### src/rtl/trojan_chk_pkg.sv
`default_nettype none
// +----------------------------------------------------------------------------+
// | trojan_chk_pkg                                                             |
// | Shared state encoding and default sizes for the Trojan frame checker.      |
// | Revision: 1.0                                                              |
// +----------------------------------------------------------------------------+
package trojan_chk_pkg;

  localparam int FRAME_LEN_DEF = 32;
  localparam int CNT_W_DEF     = 16;

  typedef enum logic [0:0] {
    SHIFT = 1'b0,
    CHECK = 1'b1
  } chk_state_t;

endpackage : trojan_chk_pkg
`default_nettype wire

### src/rtl/frame_deser.sv
`default_nettype none
// +----------------------------------------------------------------------------+
// | frame_deser                                                                |
// | Serial-to-parallel frame shifter with bit counter and last-bit strobe.     |
// | Revision: 1.0                                                              |
// +----------------------------------------------------------------------------+
module frame_deser
  import trojan_chk_pkg::*;
#(
  parameter int FRAME_LEN = FRAME_LEN_DEF
) (
  input  logic                 clk,
  input  logic                 reset,
  input  logic                 i_in,
  input  logic                 i_bit_valid,
  input  logic                 i_shift_en,
  output logic [FRAME_LEN-1:0] o_shreg,
  output logic                 o_last_bit
);

  localparam int                c_BIT_W = $clog2(FRAME_LEN);
  localparam logic [c_BIT_W-1:0] c_LAST  = c_BIT_W'(FRAME_LEN - 1);

  logic [FRAME_LEN-1:0] r_shreg;
  logic [c_BIT_W-1:0]   r_bit_cnt;
  logic                 w_accept;
  logic                 w_last_bit;

  // Bits offered while the checker is busy comparing are dropped, not queued.
  assign w_accept   = i_shift_en & i_bit_valid;
  assign w_last_bit = w_accept & (r_bit_cnt == c_LAST);

  always_ff @(posedge clk or posedge reset) begin
    if (reset) begin
      r_shreg   <= '0;
      r_bit_cnt <= '0;
    end else if (w_accept) begin
      r_shreg   <= {r_shreg[FRAME_LEN-2:0], i_in};
      r_bit_cnt <= w_last_bit ? '0 : r_bit_cnt + c_BIT_W'(1);
    end
  end

  assign o_shreg    = r_shreg;
  assign o_last_bit = w_last_bit;

endmodule : frame_deser
`default_nettype wire

### config.mk
export PLATFORM = sky130hd
export DESIGN_NAME = frame_deser
export DESIGN_NICKNAME = d
export VERILOG_FILES = /design/src/rtl/trojan_chk_pkg.sv /design/src/rtl/frame_deser.sv
export SDC_FILE = /design/constraint.sdc
export NUM_CORES = 1
export LEC_CHECK = 0
export ABC_AREA = 1
export BUFFER_PORTS_ARGS = -buffer_cell sky130_fd_sc_hd__buf_2
export CELL_PAD_IN_SITES_DETAIL_PLACEMENT = 0
export CELL_PAD_IN_SITES_GLOBAL_PLACEMENT = 1
export CORE_MARGIN = 2
export CORE_UTILIZATION = 35
export DETAILED_ROUTE_END_ITERATION = 7
export PLACE_DENSITY = 0.82
export REMOVE_ABC_BUFFERS = 1
export SYNTH_ARGS = -nofsm -noshare
export SYNTH_HDL_FRONTEND = slang
export SYNTH_SLANG_ARGS = --single-unit
export TNS_END_PERCENT = 10
### constraint.sdc
create_clock -name clk -period 1.6 [get_ports clk]
set_input_delay 0.24 -clock clk [delete_from_list [all_inputs] [get_ports clk]]
set_output_delay 0.24 -clock clk [all_outputs]
set_load 0.02 [all_outputs]
==> impl_metrics.env <==
export IMPL_routed_wl_mm=2.851
export IMPL_fin_setup_tns_ns=-0.005507
export IMPL_clock_sinks=37
export IMPL_crit_path_end_kind="output pin"
export IMPL_crit_type="register to output pin"
export IMPL_utilization_pct=43.56
export IMPL_viasPerCell=4.383
export IMPL_postSynthCellCount=156
export IMPL_io_pins=38
export IMPL_powerDensity_mw_per_mm2=1425
export IMPL_vias=1109
export IMPL_final_max_slew_violation_count=0
export IMPL_antenna_found_initial=0
export IMPL_grt_start_max_net_pins=38
export IMPL_n_antenna_cell=0
export IMPL_synth_area_mm2=0.001579
export IMPL_crit_required_ns=1.36
export IMPL_startpoint="r_bit_cnt[0]$_DFFE_PP0P_"
export IMPL_p_comb_share_pct=29.8
export IMPL_worst_slew_pin_slew_ns=0.5215
export IMPL_clkTransAtPathRegs_ns=0.07
export IMPL_p_clk_share_pct=22.7
export IMPL_synth_edf_count=0
export IMPL_postCtsHoldBufs=0
export IMPL_ys_flop_type="dfrtp_1"
export IMPL_hold_viol=0
export IMPL_fmax_mhz=622.9
export IMPL_fin_crit_ns=1.606
export IMPL_worst_setup_path_start_kind="register"
export IMPL_first_global_vias=1043
export IMPL_dr_pass1_iters=4
export IMPL_grt_first_pass_wirelength_mm=4.905
export IMPL_total_power_mw=2.703
export IMPL_clock_path_buffers=2
export IMPL_rsz0062_at_grt="true"
export IMPL_die_w_um=71.17
export IMPL_cts_buffers_inserted=5
export IMPL_place_congestion=0.7164
export IMPL_r2r_end="r_bit_cnt[3]$_DFFE_PP0P_"
export IMPL_ys_warn_count=0
export IMPL_yosysUniqueCellTypes=17
export IMPL_gr_total_overflow=0
export IMPL_drt_iter0_markers=54
export IMPL_htreeDepth=2
export IMPL_dieHeight_um=71.17
export IMPL_violations="negative setup slack"
export IMPL_setup_ws_ns=-0.005507
export IMPL_p_seq_share_pct=47.4
export IMPL_period_share_pct=100.3
export IMPL_reg2reg_slack_ns=0.29
export IMPL_area_growth_pct=20.13
export IMPL_ys_ff_latch=37
export IMPL_gr_usage_all_layers_pct=12.65
export IMPL_fp_row_count=24
export IMPL_place_port_buffers=37
export IMPL_die_area_mm2=0.005064
export IMPL_p_int_mw=1.748
export IMPL_drive_above_1_share_pct=37.31
export IMPL_maxSlewHeadroom_pct=65.18
export IMPL_synth_seq_area_share_pct=58.64
export IMPL_hpwlAfterDp_mm=1.909
export IMPL_status="finished, violations left"
export IMPL_crit_path_end="o_last_bit"
export IMPL_ant_nets=0
export IMPL_final_common_cell="nand2_1"
export IMPL_worstSkewPairLatency_ns=0.28
export IMPL_start_util_pct=36.26
export IMPL_fill_cells=433
export IMPL_cp_arrival_ns=1.37
export IMPL_setup_viol_count_final=1
export IMPL_cts_tree="yes"
export IMPL_hp_class="input port to async pin"
export IMPL_maxCapViolations=0
export IMPL_path_max_fanout=2
export IMPL_swShare_pct=35.33
export IMPL_r2r_cells=10
export IMPL_avgSynthCellArea_um2=10.12
export IMPL_wl_per_cell_um=11.27
export IMPL_r2r_start="r_bit_cnt[0]$_DFFE_PP0P_"
export IMPL_coreArea_mm2=0.004354
export IMPL_nNetsFinal=207
export IMPL_leakage_nw=0.9954
export IMPL_post_route_drc_count=0
export IMPL_final_cell_mix="nand2_1 (45), dfrtp_1 (37), buf_2 (36)"
export IMPL_ir_drop_mv=0.5402
export IMPL_fin_skew_ns=0.002992
export IMPL_synth_async_reset_ratio_pct=100.0
export IMPL_clk_root_buffer_cell="clkbuf_8"
export IMPL_power_switching_uw=955.0
-- metal layers --
metal	up-vias	global-route usage [%]	part of all wire, %
met5	-	0	0
met4	0	5.660	1.3
met3	4	5.271	4.6
met2	23	18.62	47
met1	512	16.29	47
li1	570	-	-
-- final cells by class --
class                   count  area (um^2)  area share (%)
well taps                  52        65.06           3.430
inverters                  22        82.58           4.354
clock buffers               8        80.08           4.222
repair buffers             44        244.0           12.86
multi-input cells          90        499.2           26.32
flip-flops and latches     37        925.9           48.81
-- state kept, by name (all words and copies together) (netlist names) --
register and flops:
o_shreg 32, r_bit_cnt 5
-- critical path, stage by stage (launching register included) --
cell     delay (ns)
dfrtp_1        0.35
ha_2           0.19
inv_2          0.04
nor2_2         0.07
ha_2           0.17
inv_2          0.05
nor2_4         0.09
buf_6          0.12
-- through the flow --
stage               instances  cell area (um^2)  setup WS, ns  hold slack (ns)
global placement          241              1773        0.1798           0.3765
finish                    253              1897     -0.005507          0.04800
CTS                       253              1894      -0.01782          0.06547
global route              253              1897       -0.1007          0.09360
floorplan                 149              1500        0.1150           0.3496
detailed placement        241              1773        0.1528           0.3782
-- worst min path at each step --
stage | startpoint | cells past startpoint | endpoint
global placement | reset | 3 | o_shreg[11]$_DFFE_PP0P_
floorplan | i_in | 2 | o_shreg[0]$_DFFE_PP0P_
CTS | reset | 3 | o_shreg[12]$_DFFE_PP0P_
global route | reset | 3 | o_shreg[11]$_DFFE_PP0P_
detailed placement | reset | 3 | o_shreg[12]$_DFFE_PP0P_
finish | reset | 3 | o_shreg[13]$_DFFE_PP0P_
-- kinds of logic (layout without fill, tap and decap cells) --
logic type | count (synthesis) | in the layout | share of synthesized area [%]
flip-flops | 37 | 37 | 58.64
adder cells (fa/ha/maj) | 2 | 2 | 1.585
AO/OA/AOI/OAI | 33 | 33 | 14.42
AND/OR/NAND/NOR | 55 | 55 | 15.13
buffers and inverters | 29 | 74 | 10.22
-- power by group through the flow --
stage	Clock (mW)	Sequential, mW	Combinational (mW)
after floorplan	0	1.49	0.330
after CTS	0.646	1.29	0.816
after detailed placement	0	1.30	0.779
final	0.615	1.28	0.806
after global placement	0	1.30	0.769
after global routing	0.695	1.31	0.899
-- synth_stat cells, types with 2 or more instances --
master	count	area, um^2
nand2_1	45	168.9
a21oi_1	2	10.01
nand2_2	2	12.51
buf_4	3	22.52
buf_8	3	45.04
o21ai_2	15	131.4
inv_1	21	78.83
dfrtp_1	37	925.9
o21ai_0	15	75.07
ha_1	2	25.02
nor2_1	3	11.26
nand3_1	3	15.01
-- what timing repair did --
action,CTS,global route
endpoints found under the setup margin,1,1
gates cloned,0,0
pin swaps,3,2
setup buffers,4,0
resized for setup,6,1
Power figures use the tool's default switching activity.
